===== src/rtl/alu_fpga_pkg.sv =====
// Board-level ALU exerciser: sequencer states and key indices.
package alu_fpga_pkg;

    typedef enum logic [2:0] {
        LOAD_A  = 3'd0,
        LOAD_B  = 3'd1,
        LOAD_OP = 3'd2,
        EXEC    = 3'd3,
        SHOW    = 3'd4
    } state_t;

    localparam int unsigned NKEY        = 3;
    localparam int unsigned KEY_ENTER   = 0;
    localparam int unsigned KEY_PAGE    = 1;
    localparam int unsigned KEY_RESTART = 2;

endpackage


===== src/rtl/cpu_types_pkg.sv =====
// Shared CPU type definitions: ALU opcode encoding.
package cpu_types_pkg;

    typedef enum logic [3:0] {
        ALU_ADD = 4'h0,
        ALU_SUB = 4'h1,
        ALU_AND = 4'h2,
        ALU_OR  = 4'h3,
        ALU_XOR = 4'h4,
        ALU_SLL = 4'h5,
        ALU_SRL = 4'h6
    } aluop_t;

endpackage


===== src/rtl/alu_if.sv =====
// Connection bundle between an ALU and its user.
interface alu_if #(
    parameter int unsigned W = 32
) ();
    import cpu_types_pkg::*;

    logic [W-1:0] porta;
    logic [W-1:0] portb;
    aluop_t       aluop;
    logic [W-1:0] res;
    logic         neg;
    logic         zero;
    logic         ovf;

    modport alu  (input  porta, portb, aluop, output res, neg, zero, ovf);
    modport user (output porta, portb, aluop, input  res, neg, zero, ovf);
endinterface


===== src/rtl/alu.sv =====
// Combinational ALU with negative/zero/signed-overflow flags; undefined opcodes give 0.
module alu
    import cpu_types_pkg::*;
#(
    parameter int unsigned W = 32
) (
    alu_if.alu aif
);
    localparam int unsigned SH_W = $clog2(W);

    logic [W-1:0] r;
    logic         ovf;

    // Operation select and overflow detection
    always_comb begin
        r   = '0;
        ovf = 1'b0;
        case (aif.aluop)
            ALU_ADD: begin
                r   = aif.porta + aif.portb;
                ovf = (aif.porta[W-1] == aif.portb[W-1]) && (r[W-1] != aif.porta[W-1]);
            end
            ALU_SUB: begin
                r   = aif.porta - aif.portb;
                ovf = (aif.porta[W-1] != aif.portb[W-1]) && (r[W-1] != aif.porta[W-1]);
            end
            ALU_AND: r = aif.porta & aif.portb;
            ALU_OR:  r = aif.porta | aif.portb;
            ALU_XOR: r = aif.porta ^ aif.portb;
            ALU_SLL: r = aif.porta << aif.portb[SH_W-1:0];
            ALU_SRL: r = aif.porta >> aif.portb[SH_W-1:0];
            default: r = '0;
        endcase
    end

    assign aif.res  = r;
    assign aif.neg  = r[W-1];
    assign aif.zero = (r == '0);
    assign aif.ovf  = ovf;
endmodule


===== src/rtl/key_debounce.sv =====
// Active-low key: 2-FF synchroniser, counter debounce, one-cycle press pulse.
module key_debounce #(
    parameter int unsigned DEBOUNCE_CYC = 250000
) (
    input  logic clk,
    input  logic rst_n,
    input  logic key_n,
    output logic press
);
    localparam int unsigned CNT_W = (DEBOUNCE_CYC > 1) ? $clog2(DEBOUNCE_CYC) : 1;
    localparam logic [CNT_W-1:0] CNT_MAX = CNT_W'(DEBOUNCE_CYC - 1);

    logic [1:0]       sync_q;
    logic             stable_q;
    logic [CNT_W-1:0] cnt_q;

    // Accept a level only after it differs from the stable value for DEBOUNCE_CYC cycles
    always_ff @(posedge clk or negedge rst_n) begin
        if (!rst_n) begin
            sync_q   <= 2'b11;
            stable_q <= 1'b1;
            cnt_q    <= '0;
            press    <= 1'b0;
        end else begin
            sync_q <= {sync_q[0], key_n};
            press  <= 1'b0;
            if (sync_q[1] != stable_q) begin
                if (cnt_q == CNT_MAX) begin
                    stable_q <= sync_q[1];
                    cnt_q    <= '0;
                    press    <= ~sync_q[1];
                end else begin
                    cnt_q <= cnt_q + CNT_W'(1);
                end
            end else begin
                cnt_q <= '0;
            end
        end
    end
endmodule


===== src/rtl/alu_fpga_seq.sv =====
// Board-level ALU exerciser: chunked operand entry, one-cycle execute, paged result display.
// Optional feature macro: ALU_FPGA_FLAGS_EN (flag capture shown on ledg_o[7:5]).
module alu_fpga_seq
    import cpu_types_pkg::*;
    import alu_fpga_pkg::*;
#(
    parameter int unsigned DATA_W       = 32,
    parameter int unsigned CHUNK_W      = 16,
    parameter int unsigned SW_W         = 18,
    parameter int unsigned LED_W        = 18,
    parameter int unsigned DEBOUNCE_CYC = 250000
) (
    input  logic             CLK,
    input  logic             nRST,
    input  logic [SW_W-1:0]  sw_i,
    input  logic [2:0]       key_i,
    output logic [LED_W-1:0] ledr_o,
    output logic [7:0]       ledg_o
);
    localparam int unsigned NCHUNK = DATA_W / CHUNK_W;
    localparam int unsigned PG_W   = (NCHUNK > 1) ? $clog2(NCHUNK) : 1;
    localparam logic [PG_W-1:0] LAST_CHUNK = PG_W'(NCHUNK - 1);

    logic [SW_W-1:0]   sw_m, sw_s;
    logic [NKEY-1:0]   press;
    logic              enter, page, restart;

    state_t            state_q, state_d;
    logic [DATA_W-1:0] opa_q, opa_d, opb_q, opb_d, result_q, result_d;
    aluop_t            op_q, op_d;
    logic [PG_W-1:0]   chunk_q, chunk_d, page_q, page_d;
    logic [LED_W-1:0]  ledr_d;
    logic [7:0]        ledg_d;
    logic [2:0]        flags_q, flags_d;

    alu_if #(.W(DATA_W)) aif ();
    alu #(.W(DATA_W)) u_alu (.aif(aif));

    assign aif.porta = opa_q;
    assign aif.portb = opb_q;
    assign aif.aluop = op_q;

    // Switch synchroniser
    always_ff @(posedge CLK or negedge nRST) begin
        if (!nRST) begin
            sw_m <= '0;
            sw_s <= '0;
        end else begin
            sw_m <= sw_i;
            sw_s <= sw_m;
        end
    end

    for (genvar k = 0; k < NKEY; k++) begin : g_key
        key_debounce #(.DEBOUNCE_CYC(DEBOUNCE_CYC)) u_deb (
            .clk   (CLK),
            .rst_n (nRST),
            .key_n (key_i[k]),
            .press (press[k])
        );
    end

    assign enter   = press[KEY_ENTER];
    assign page    = press[KEY_PAGE];
    assign restart = press[KEY_RESTART];

    // Next-state, datapath and display decode
    always_comb begin
        state_d  = state_q;
        opa_d    = opa_q;
        opb_d    = opb_q;
        op_d     = op_q;
        chunk_d  = chunk_q;
        page_d   = page_q;
        result_d = result_q;
        flags_d  = flags_q;
        ledr_d   = ledr_o;
        ledg_d   = '0;

        case (state_q)
            LOAD_A, LOAD_B: begin
                if (enter) begin
                    if (state_q == LOAD_A) opa_d[chunk_q*CHUNK_W +: CHUNK_W] = sw_s[CHUNK_W-1:0];
                    else                   opb_d[chunk_q*CHUNK_W +: CHUNK_W] = sw_s[CHUNK_W-1:0];
                    if (chunk_q == LAST_CHUNK) begin
                        chunk_d = '0;
                        state_d = (state_q == LOAD_A) ? LOAD_B : LOAD_OP;
                    end else begin
                        chunk_d = chunk_q + PG_W'(1);
                    end
                end
            end
            LOAD_OP: begin
                if (enter) begin
                    op_d    = aluop_t'(sw_s[3:0]);
                    state_d = EXEC;
                end
            end
            EXEC: begin
                result_d = aif.res;
                flags_d  = {aif.neg, aif.zero, aif.ovf};
                page_d   = '0;
                state_d  = SHOW;
            end
            SHOW: begin
                if (enter) begin
                    opa_d   = '0;
                    opb_d   = '0;
                    op_d    = ALU_ADD;
                    chunk_d = '0;
                    state_d = LOAD_A;
                end else if (page) begin
                    page_d = (page_q == LAST_CHUNK) ? '0 : page_q + PG_W'(1);
                end
            end
            default: state_d = LOAD_A;
        endcase

        if (restart) begin
            opa_d   = '0;
            opb_d   = '0;
            op_d    = ALU_ADD;
            chunk_d = '0;
            page_d  = '0;
            flags_d = '0;
            state_d = LOAD_A;
        end

        case (state_q)
            LOAD_A, LOAD_B, LOAD_OP: begin
                ledr_d = '0;
                ledr_d[CHUNK_W-1:0]    = sw_s[CHUNK_W-1:0];
                ledr_d[CHUNK_W +: PG_W] = chunk_q;
            end
            SHOW: begin
                ledr_d = '0;
                ledr_d[CHUNK_W-1:0]    = result_q[page_q*CHUNK_W +: CHUNK_W];
                ledr_d[CHUNK_W +: PG_W] = page_q;
            end
            default: ledr_d = ledr_o;
        endcase

        ledg_d[4:0] = 5'(1) << state_d;
`ifdef ALU_FPGA_FLAGS_EN
        if (state_d == SHOW) ledg_d[7:5] = flags_d;
`endif
    end

    // Sequencer and output registers
    always_ff @(posedge CLK or negedge nRST) begin
        if (!nRST) begin
            state_q  <= LOAD_A;
            opa_q    <= '0;
            opb_q    <= '0;
            op_q     <= ALU_ADD;
            chunk_q  <= '0;
            page_q   <= '0;
            result_q <= '0;
            ledr_o   <= '0;
            ledg_o   <= 8'h01;
        end else begin
            state_q  <= state_d;
            opa_q    <= opa_d;
            opb_q    <= opb_d;
            op_q     <= op_d;
            chunk_q  <= chunk_d;
            page_q   <= page_d;
            result_q <= result_d;
            ledr_o   <= ledr_d;
            ledg_o   <= ledg_d;
        end
    end

`ifdef ALU_FPGA_FLAGS_EN
    // Captured ALU flags
    always_ff @(posedge CLK or negedge nRST) begin
        if (!nRST) flags_q <= '0;
        else       flags_q <= flags_d;
    end
`else
    assign flags_q = '0;
    logic unused_flags;
    assign unused_flags = ^{aif.neg, aif.zero, aif.ovf, flags_d};
`endif

    logic unused_sw;
    assign unused_sw = ^sw_s;
endmodule


===== config.mk =====
export PLATFORM = sky130hd
export DESIGN_NAME = alu_fpga_seq
export DESIGN_NICKNAME = d
export VERILOG_FILES = /design/src/rtl/alu_fpga_pkg.sv /design/src/rtl/cpu_types_pkg.sv /design/src/rtl/alu_if.sv /design/src/rtl/alu.sv /design/src/rtl/key_debounce.sv /design/src/rtl/alu_fpga_seq.sv
export SDC_FILE = /design/constraint.sdc
export NUM_CORES = 1
export LEC_CHECK = 0
export ABC_AREA = 0
export BUFFER_PORTS_ARGS = -buffer_cell sky130_fd_sc_hd__buf_2
export CAP_MARGIN = 20
export CORE_MARGIN = 8
export CORE_UTILIZATION = 40
export DETAILED_ROUTE_END_ITERATION = 8
export PLACE_DENSITY = 0.62
export SETUP_SLACK_MARGIN = 0.1
export SLEW_MARGIN = 20
export SYNTH_ARGS = -nofsm -noshare
export SYNTH_HDL_FRONTEND = slang
export SYNTH_SLANG_ARGS = --single-unit
export TNS_END_PERCENT = 1

===== constraint.sdc =====
create_clock -name CLK -period 4.3 [get_ports CLK]
set_input_delay 1.075 -clock CLK [delete_from_list [all_inputs] [get_ports CLK]]
set_output_delay 1.075 -clock CLK [all_outputs]
set_load 0.01 [all_outputs]

==> results of run 1 <==
state kept, by name, summed over array words and instances (netlist names):
register              flops
g_key.u_deb.stable_q      3
g_key.u_deb.sync_q        6
state_q                   3
aif.portb                32
page_q                    1
g_key.u_deb.press         3
aif.aluop                 4
sw_s                     16
g_key.u_deb.cnt_q        54
sw_m                     16
ledg_o                    5
chunk_q                   1
aif.porta                32
ledr_o                   17
result_q                 32
cells in the final DEF (no fill, tap or decap), drive strengths merged, types with 14 or more instances in the layout:
master | synthesis | layout
ha | 100 | 100
mux4 | 38 | 38
nor3 | 14 | 14
a221o | 22 | 22
nand2 | 233 | 233
a21oi | 88 | 88
a31oi | 32 | 32
a22o | 47 | 47
clkbuf | 75 | 34
nand2b | 23 | 23
o21ai | 143 | 143
nand4 | 15 | 15
o211ai | 19 | 19
nand3 | 43 | 43
mux2i | 41 | 41
nor2 | 172 | 172
and3 | 21 | 21
inv | 75 | 75
a22oi | 20 | 20
a21o | 18 | 18
a221oi | 31 | 31
buf | 43 | 137
xor2 | 42 | 42
xnor2 | 62 | 62
mux2 | 27 | 27
dfrtp | 215 | 215
cell families (layout without fill, tap and decap cells):
kind of cell	count (synthesis)	in the layout	synth area share, %
simple gates	578	578	16.2
compound gates	493	493	20.4
flops	225	225	34.9
buf+inv	195	260	5.17
mux	106	106	9.72
xor+xnor	104	104	5.64
fa+ha+maj	101	101	7.87
other cells	1	4	0.0232
synth_stat cells, drive strengths merged (6+ instances only):
library cell	count	area [um^2]
or2	6	37.5
mux4	38	856
o211ai	19	143
nand2b	23	144
a21o	18	135
a31oi	32	200
nor3	14	86.3
nand3	43	220
a221oi	31	272
nand2	233	877
or3	11	73.8
a22o	47	413
a21oi	88	440
and2	7	43.8
buf	43	228
nor4	6	37.5
nand4	15	93.8
a221o	22	220
ha	100	1250
mux2	27	304
o22ai	8	50.1
o21ai	143	716
a22oi	20	150
xnor2	62	543
inv	75	282
mux2i	41	410
a211oi	13	97.6
clkbuf	75	313
xor2	42	368
dfrtp	215	5380
o31ai	9	67.6
nor2	172	646
dfstp	10	263
and3	21	131
where the power goes:
part	internal (mW)	switching (mW)
registers	2.15	0.0554
clock network	1.50	0.906
logic	0.0286	0.0699
total	3.68	1.03
stage by stage:
step	area (um^2)	instances	setup slack [ps]	hold WS [ps]	util [%]
2_1_floorplan	16200	1806	132	331	-
3_3_place_gp	17300	2341	108	334	43.3
3_5_place_dp	17300	2341	36.0	335	43.3
4_1_cts	18200	2388	96.8	348	45.7
5_1_grt	18400	2396	41.0	351	46.2
6_report	18400	2396	143	345	46.2
layout make-up:
class	count	area [um^2]	share of cell area (%)
multi-input combinational	1386	9870	53.7
sequential	225	5650	30.7
timing repair buffer	137	982	5.34
clock buffer	34	731	3.97
tap	525	657	3.57
inverter	76	285	1.55
clock inverter	13	219	1.19
worst max-delay path, stage by stage (launching register included):
cell	delay [ps]
dfrtp_1	370
or4_4	550
or3_4	370
nor2_1	170
a31oi_1	130
xnor2_1	160
buf_4	160
ha_1	290
nand2_1	80
nor2_1	180
o2111ai_1	250
a31o_2	330
o21ai_1	190
or4b_1	460
o311ai_1	110
buf_4	160
a221o_1	120
layer usage:
metal	up-vias	part of all wire (%)	global-route usage (%)
li1	6597	-	-
met1	7192	42	31.9
met2	576	45	38.6
met3	155	6.8	4.29
met4	0	6.1	12.3
met5	-	0	0
worst max-delay path by stage:
stage,startpoint,endpoint,slack [ps],cells past startpoint
global route,aif.portb[1],result_q[25],40,17
floorplan,aif.portb[0],result_q[25],130,20
finish,aif.portb[8],result_q[25],140,16
global placement,aif.portb[1],result_q[25],110,16
CTS,aif.portb[1],result_q[30],100,18
detailed placement,aif.portb[1],result_q[30],40,18
what timing repair did:
item                                    CTS  global route
hold buffers                              0             0
hold endpoints to repair                  0             0
pin swaps                                 1            14
endpoints found under the setup margin    2            14
setup buffers                             0             7
gates resized for setup                   2            27
==> reports/metrics.cfg, run 1 <==
[placement]
gp_congestion = 1.03
dp_hpwl_um = 44100
port_buffers = 42

[sta]
setup_viol = 0
skew_ps = 21.5
tns_ps = 0
tightest_slew_ps = 1060
max_freq_ghz = 0.241
slew_viol_final = 0
hold_viol_final = 0
period_minus_slack_ps = 4160
rsz0062_at_grt = yes
maxSlewHeadroom_pct = 29.4
min_period_over_period_pct = 96.7

[clocking]
htreeDepth = 1
worst_skew_pair.late_latency_ps = 570
cts_buffers = 26
cts_buffer_depth = 3
cts.reportedPaths.clkPinSlew_ps = 60
tritoncts = built
cts.sinks = 225
clockRootBuffer = clkbuf_16

[logic_synthesis]
ys_warn_count = 0
synth.distinct_cells = 82
synth_edf_count = 0
async_flop_share_pct = 100
yosys_register_bits = 225
seq_area_frac_synth_pct = 34.9
netlist_instances = 1803
avgSynthCellArea_um2 = 8.96
synth_flop_cell = dfrtp_1
synthesis.area_mm2 = 0.0161

[cells_and_area]
final_nets = 1976
filler_cell_count = 3910
antennaDiodeCount = 0
area_growth_pct = 13.9
post_route_cells_drive_above_1_share_pct = 16.7

[power]
leakagePower_nw = 7.84
p_total_mw = 4.71
pwr_density_cell_mw_per_mm2 = 256
peakVddDrop_mv = 0.354

[run_status]
status = complete, no violations

[critical_path]
cp-end-kind = flop
reg2reg_slack_ps = 140
reg2reg_from = aif.portb[8]
reg2regPathDepth = 16
crit_path_max_fanout = 3
worst_setup_path_start_kind = flop
required_ps = 4800
cp.arrival_ps = 4660
r2r_end = result_q[25]
crit_type = reg2reg

[floorplanning]
die-area_mm2 = 0.0471
floorplan.initialDensity_pct = 40.6
pin_count = 49
die_y_um = 217
row_count = 73
die_w_um = 217
core_area_mm2 = 0.0398

[job]
drv_cap = 0

[detailed_routing]
vias = 14520
drt_iter0_drc = 1240
viasPerCell = 6.06
wl_um = 58600
first_pass_iters = 5
drc_errors = 0
wl_per_cell_um = 24.4
antenna_left = 0

[global_route]
overflow = 0
grt_pass1_vias = 14073
grt_max_degree = 99
antenna_found_initial = 0
track_usage_pct = 24.4
grt_pass1_wl_um = 88800

[hold_path]
min_from = sw_m[5]
hp-class = reg2reg
min_to = sw_s[5]
min_path_cells = 0

Power figures use the tool's default switching activity.
==> run 2: changes to the inputs <==
--- a/config.mk
+++ b/config.mk
@@ -6,12 +6,12 @@
 export NUM_CORES = 1
 export LEC_CHECK = 0
 export ABC_AREA = 0
-export BUFFER_PORTS_ARGS = -buffer_cell sky130_fd_sc_hd__buf_2
 export CAP_MARGIN = 20
 export CORE_MARGIN = 8
 export CORE_UTILIZATION = 40
 export DETAILED_ROUTE_END_ITERATION = 8
-export PLACE_DENSITY = 0.62
+export DONT_BUFFER_PORTS = 1
+export PLACE_DENSITY = 0.61
 export SETUP_SLACK_MARGIN = 0.1
 export SLEW_MARGIN = 20
 export SYNTH_ARGS = -nofsm -noshare
==> run 2 against run 1 <==
Against the previous run:
- via count shrank 0.92%
- final area shrank 2.5%
- register-to-register slack lost 20 ps
- critical path depth shrank 1
- count of clock-buffer cells in the layout is the same
- routed wire length grew 1.1%
- die area is the same
- maximum frequency shrank 0.53%
- hold slack lost 120 ps
==> reports/metrics.cfg, run 2 (synthesized netlist as in run 1, its figures left out) <==
[run_status]
status = complete, no violations

[detailed_routing]
drt_iter0_drc = 1442
first_pass_iters = 6
wl_per_cell_um = 25.2
viasPerCell = 6.13
antenna_left = 0
drc_errors = 0
vias = 14387
wl_um = 59200

[power]
clockPowerShare_pct = 49.0
internal_power_mw = 3.43
swShare_pct = 22.1
peakVddDrop_mv = 0.283
p_comb_share_pct = 0.7
p_switching_mw = 0.973
leakagePower_nw = 7.55
seq_power_share_pct = 50.3
p_total_mw = 4.40
pwr_density_cell_mw_per_mm2 = 246

[sta]
tightest_slew_ps = 1020
maxSlewHeadroom_pct = 32.0
min_period_over_period_pct = 97.2
max_freq_ghz = 0.239
period_minus_slack_ps = 4180
setup_viol = 0
rsz0062_at_grt = yes
skew_ps = 23.9
hold_viol_final = 0
tns_ps = 0
slew_viol_final = 0

[clocking]
cts.reportedPaths.clkPinSlew_ps = 70
cts-hold-fix-buffers = 0
tritoncts = built
clockRootBuffer = clkbuf_16
cts_buffer_depth = 3
htreeDepth = 1
worst_skew_pair.late_latency_ps = 560
cts.sinks = 225
cts_buffers = 25

[critical_path]
worst_setup_path_start_kind = flop
cp-end-kind = flop
cp_cell_sequence = inv_2 -> ha_4 -> or4b_4 -> buf_4 -> o31ai_2 -> xnor2_1 -> ha_1 -> nand2_1 -> nor2_2 -> o2111ai_1 -> a31o_2 -> o21ai_2 -> or4b_1 -> o311ai_0 -> a221o_1
crit_buf_inv = 2
crit_slowest_cell = or4b_4
required_ps = 4800
crit_path_max_fanout = 5
cp.arrival_ps = 4670
crit_type = reg2reg
cpLargestDelayFamily = compound AO/OA/AOI/OAI gates
cpPeakStageDelay_ps = 530

[floorplanning]
row_count = 73
die_w_um = 217
die_y_um = 217
floorplan.initialDensity_pct = 40.6
die-area_mm2 = 0.0471
pin_count = 49
core_area_mm2 = 0.0398

[global_route]
antenna_found_initial = 1
track_usage_pct = 24.6
grt_pass1_wl_um = 88800
grt_max_degree = 226
grt_pass1_vias = 13487
overflow = 0

[cells_and_area]
fin_util_pct = 45.0
largest_register = g_key.u_deb.cnt_q
post_route_cells_drive_above_1_share_pct = 14.0
final_nets = 1926
final_cell_mix = 232 x nand2_1, 212 x dfrtp_1, 169 x nor2_1
area_growth_pct = 11.0
largest_reg_flops = 54
mostFrequentLayoutCell = nand2_1

[hold_path]
hp-class = in2async

[placement]
gp_congestion = 1.01
port_buffers = 0
dp_hpwl_um = 43600

[job]
drv_cap = 0

==> run 2: power groups by stage <==
stage / logic, mW / registers, mW / clock network (mW)
global placement: 0.0292 / 2.25 / 0
floorplan: 0.0277 / 2.21 / 0
finish: 0.0299 / 2.21 / 2.16
global route: 0.0359 / 2.21 / 2.31
detailed placement: 0.0304 / 2.25 / 0
CTS: 0.0306 / 2.21 / 2.22
==> run 2: through the flow <==
stage                     hold WS [ps]  setup WS, ps  area (um^2)  std cells
final                              226           121        17900       2347
after detailed placement           336           123        16900       2294
after CTS                          201          98.5        17800       2340
after floorplan                    331           132        16200       1806
after global placement             334           150        16900       2294
after global routing               192          9.43        17900       2346
==> run 2: area by class of cell <==
| class | instances | area [um^2] |
|---|---|---|
| clock inverters | 12 | 130 |
| multi-input cells | 1386 | 9840 |
| inverters | 76 | 285 |
| repair buffers | 88 | 668 |
| clock buffers | 34 | 699 |
| flip-flops and latches | 225 | 5650 |
| well taps | 525 | 657 |
| fillers | 3933 | 21900 |
| diodes | 1 | 2.50 |
==> run 2: final timing paths <==
path                       cells past startpoint         start  slack (ps)      endpoint
min                                            0          nRST         230     ledg_o[4]
max reg2reg                                   15  aif.portb[1]         120  result_q[25]
min in group CLK                               0       sw_m[6]         350       sw_s[6]
max in group asynchronous                      0          nRST        3760  aif.portb[1]
max                                           15  aif.portb[1]         120  result_q[25]
min reg2reg                                    0       sw_m[6]         350       sw_s[6]
==> run 2: routing by layer <==
metal  wire length, um  up-vias  GRT usage [%]
met5                 0        -              0
met3              4830      146           4.26
met4              3780        0           13.1
li1                  -     6505              -
met2             26200      682           38.3
met1             24400     7054           32.5
==> run 2: repair_timing <==
action,4_1_cts,5_1_grt
pin swaps,0,8
endpoints found under the setup margin,2,14
setup buffers,0,5
endpoints found under the hold margin,0,0
resized for setup,1,23
==> run 2: worst register-to-register path, delay by kind of cell (launching register included) <==
kind	cells	cell delay, ps
buffers and inverters	2	260
adder cells (fa/ha/maj)	2	540
flip-flops	1	480
AO/OA/AOI/OAI	6	1380
AND/OR/NAND/NOR	4	1290
XOR/XNOR	1	170
==> run 3: changes to the inputs <==
--- a/config.mk
+++ b/config.mk
@@ -11,7 +11,7 @@
 export CORE_UTILIZATION = 40
 export DETAILED_ROUTE_END_ITERATION = 8
 export DONT_BUFFER_PORTS = 1
-export PLACE_DENSITY = 0.61
+export PLACE_DENSITY = 0.59
 export SETUP_SLACK_MARGIN = 0.1
 export SLEW_MARGIN = 20
 export SYNTH_ARGS = -nofsm -noshare
==> constraint.sdc (replaced) <==
create_clock -name CLK -period 4.47 [get_ports CLK]
set_input_delay 1.1175 -clock CLK [delete_from_list [all_inputs] [get_ports CLK]]
set_output_delay 1.1175 -clock CLK [all_outputs]
set_load 0.01 [all_outputs]
==> run 3 against run 2 <==
Against the previous run:
- via count fell by 1.8%
- clock skew rose by 13 ps
- power fell by 2.3%
- setup slack improved by 120 ps
- global-route usage fell by 1.2 points
- sequential power fell by 4%
- highest routed layer is now met5
==> reports/metrics.cfg, run 3 (synthesized netlist as in run 1, its figures left out) <==
[sta]
hold_viol_final = 0
min_period_over_period_pct = 94.6
setup_viol = 0
maxSlewHeadroom_pct = 30.1
tns_ps = 0
skew_ps = 37.1
max_freq_ghz = 0.237
period_minus_slack_ps = 4230
rsz0062_at_grt = yes
slew_viol_final = 0
tightest_slew_ps = 1050

[critical_path]
cp-end-kind = flop
cp.arrival_ps = 4670
crit_type = reg2reg
worst_setup_path_start_kind = flop
crit_path_max_fanout = 6
required_ps = 4910

[floorplanning]
die-area_mm2 = 0.0471
die_y_um = 217
core_area_mm2 = 0.0398
floorplan.initialDensity_pct = 40.6
die_w_um = 217
row_count = 73
pin_count = 49

[global_route]
overflow = 0
grt_pass1_vias = 13554
track_usage_pct = 23.4
grt_max_degree = 226
grt_pass1_wl_um = 85500
antenna_found_initial = 7

[detailed_routing]
wl_met1_um = 23900
wl_met3_um = 4870
wl_per_cell_um = 24.3
antenna_left = 0
top_layer = met5
drt_iter0_drc = 1842
vias = 14130
wl_um = 56300
viasPerCell = 6.10
drc_errors = 0
first_pass_iters = 6
dr_wl_met2_um = 25100

[cells_and_area]
final_nets = 1893
final_cell_mix = 232 x nand2_1, 212 x dfrtp_1, 169 x nor2_1
final-seq-area_mm2 = 0.00565
area_growth_pct = 9.12
mostFrequentLayoutCell = nand2_1
largest_reg_flops = 54
multi_input_area_mm2 = 0.00977
filler_cell_count = 3934
fin_util_pct = 44.3
largest_register = g_key.u_deb.cnt_q
post_route_cells_drive_above_1_share_pct = 11.8

[clocking]
clockRootBuffer = clkbuf_16
worst_skew_pair.late_latency_ps = 590
tritoncts = built
cts-hold-fix-buffers = 0
cts.reportedPaths.clkPinSlew_ps = 60
htreeDepth = 1
cts.sinks = 225
cts_buffer_depth = 3
cts_buffers = 27

[power]
swShare_pct = 23.3
seq_power_share_pct = 49.3
pwr_density_cell_mw_per_mm2 = 244
clockPowerShare_pct = 50.0
leakagePower_nw = 7.38
peakVddDrop_mv = 0.253
p_comb_share_pct = 0.7
internal_power_mw = 3.30
p_switching_mw = 1.00

[job]
drv_cap = 0

[placement]
port_buffers = 0
dp_hpwl_um = 42100
gp_congestion = 1.04

[run_status]
status = complete, no violations

[hold_path]
hp-class = in2async

[run 3: worst paths after layout]
check / from / endpoint / slack, ps / cells after the start
max: aif.portb[1] / result_q[29] / 240 / 16
min: nRST / ledr_o[5] / 250 / 0
max reg2reg: aif.portb[1] / result_q[29] / 240 / 16
min reg2reg: sw_m[2] / sw_s[2] / 350 / 0
max in group asynchronous: nRST / aif.portb[1] / 3850 / 0
min in group CLK: sw_m[2] / sw_s[2] / 350 / 0
[run 3: layout make-up]
| type | instances | share of cell area [%] |
|---|---|---|
| timing repair buffer | 53 | 2.26 |
| tap | 525 | 3.73 |
| clock buffer | 36 | 4.14 |
| antenna | 1 | 0.0142 |
| multi-input combinational | 1386 | 55.5 |
| inverter | 76 | 1.62 |
| clock inverter | 14 | 0.717 |
| sequential | 225 | 32.1 |
[run 3: layer usage]
layer,vias to the layer above,global-route usage (%)
met1,6923,32.1
li1,6441,-
met4,4,8.79
met3,122,4.48
met5,-,0
met2,640,36.4
[run 3: what timing repair did]
action,CTS,global route
buffers inserted,0,2
resized for setup,0,12
endpoints found under the setup margin,0,8
[run 3: power groups by stage]
| stage | combinational [mW] | sequential, mW | clock (mW) |
|---|---|---|---|
| after floorplan | 0.0266 | 2.13 | 0 |
| after global placement | 0.0300 | 2.16 | 0 |
| after detailed placement | 0.0309 | 2.16 | 0 |
| after CTS | 0.0311 | 2.12 | 2.21 |
| after global routing | 0.0351 | 2.12 | 2.27 |
| final | 0.0309 | 2.12 | 2.15 |
[run 3: through the flow]
stage          worst slack, ps  cell area (um^2)  cells  hold WS [ps]  power [mW]
2_1_floorplan              117             16200   1806           331        2.16
3_3_place_gp               206             16700   2262           336        2.19
3_5_place_dp               196             16700   2263           336        2.19
4_1_cts                    190             17600   2313           213        4.36
5_1_grt                   50.2             17600   2316           211        4.43
6_report                   243             17600   2316           251        4.30
[run 3: critical path, cell delays in order, from the launching register on]
cell	delay, ps
dfrtp_4	470
inv_1	70
ha_1	200
or4b_4	520
nor4_4	310
nand3_1	170
o21ai_1	180
xnor2_1	220
ha_2	390
a21o_1	210
a311oi_2	300
a31o_2	230
o21ai_1	110
buf_4	160
a21oi_1	190
xor2_1	240
o21ai_0	120
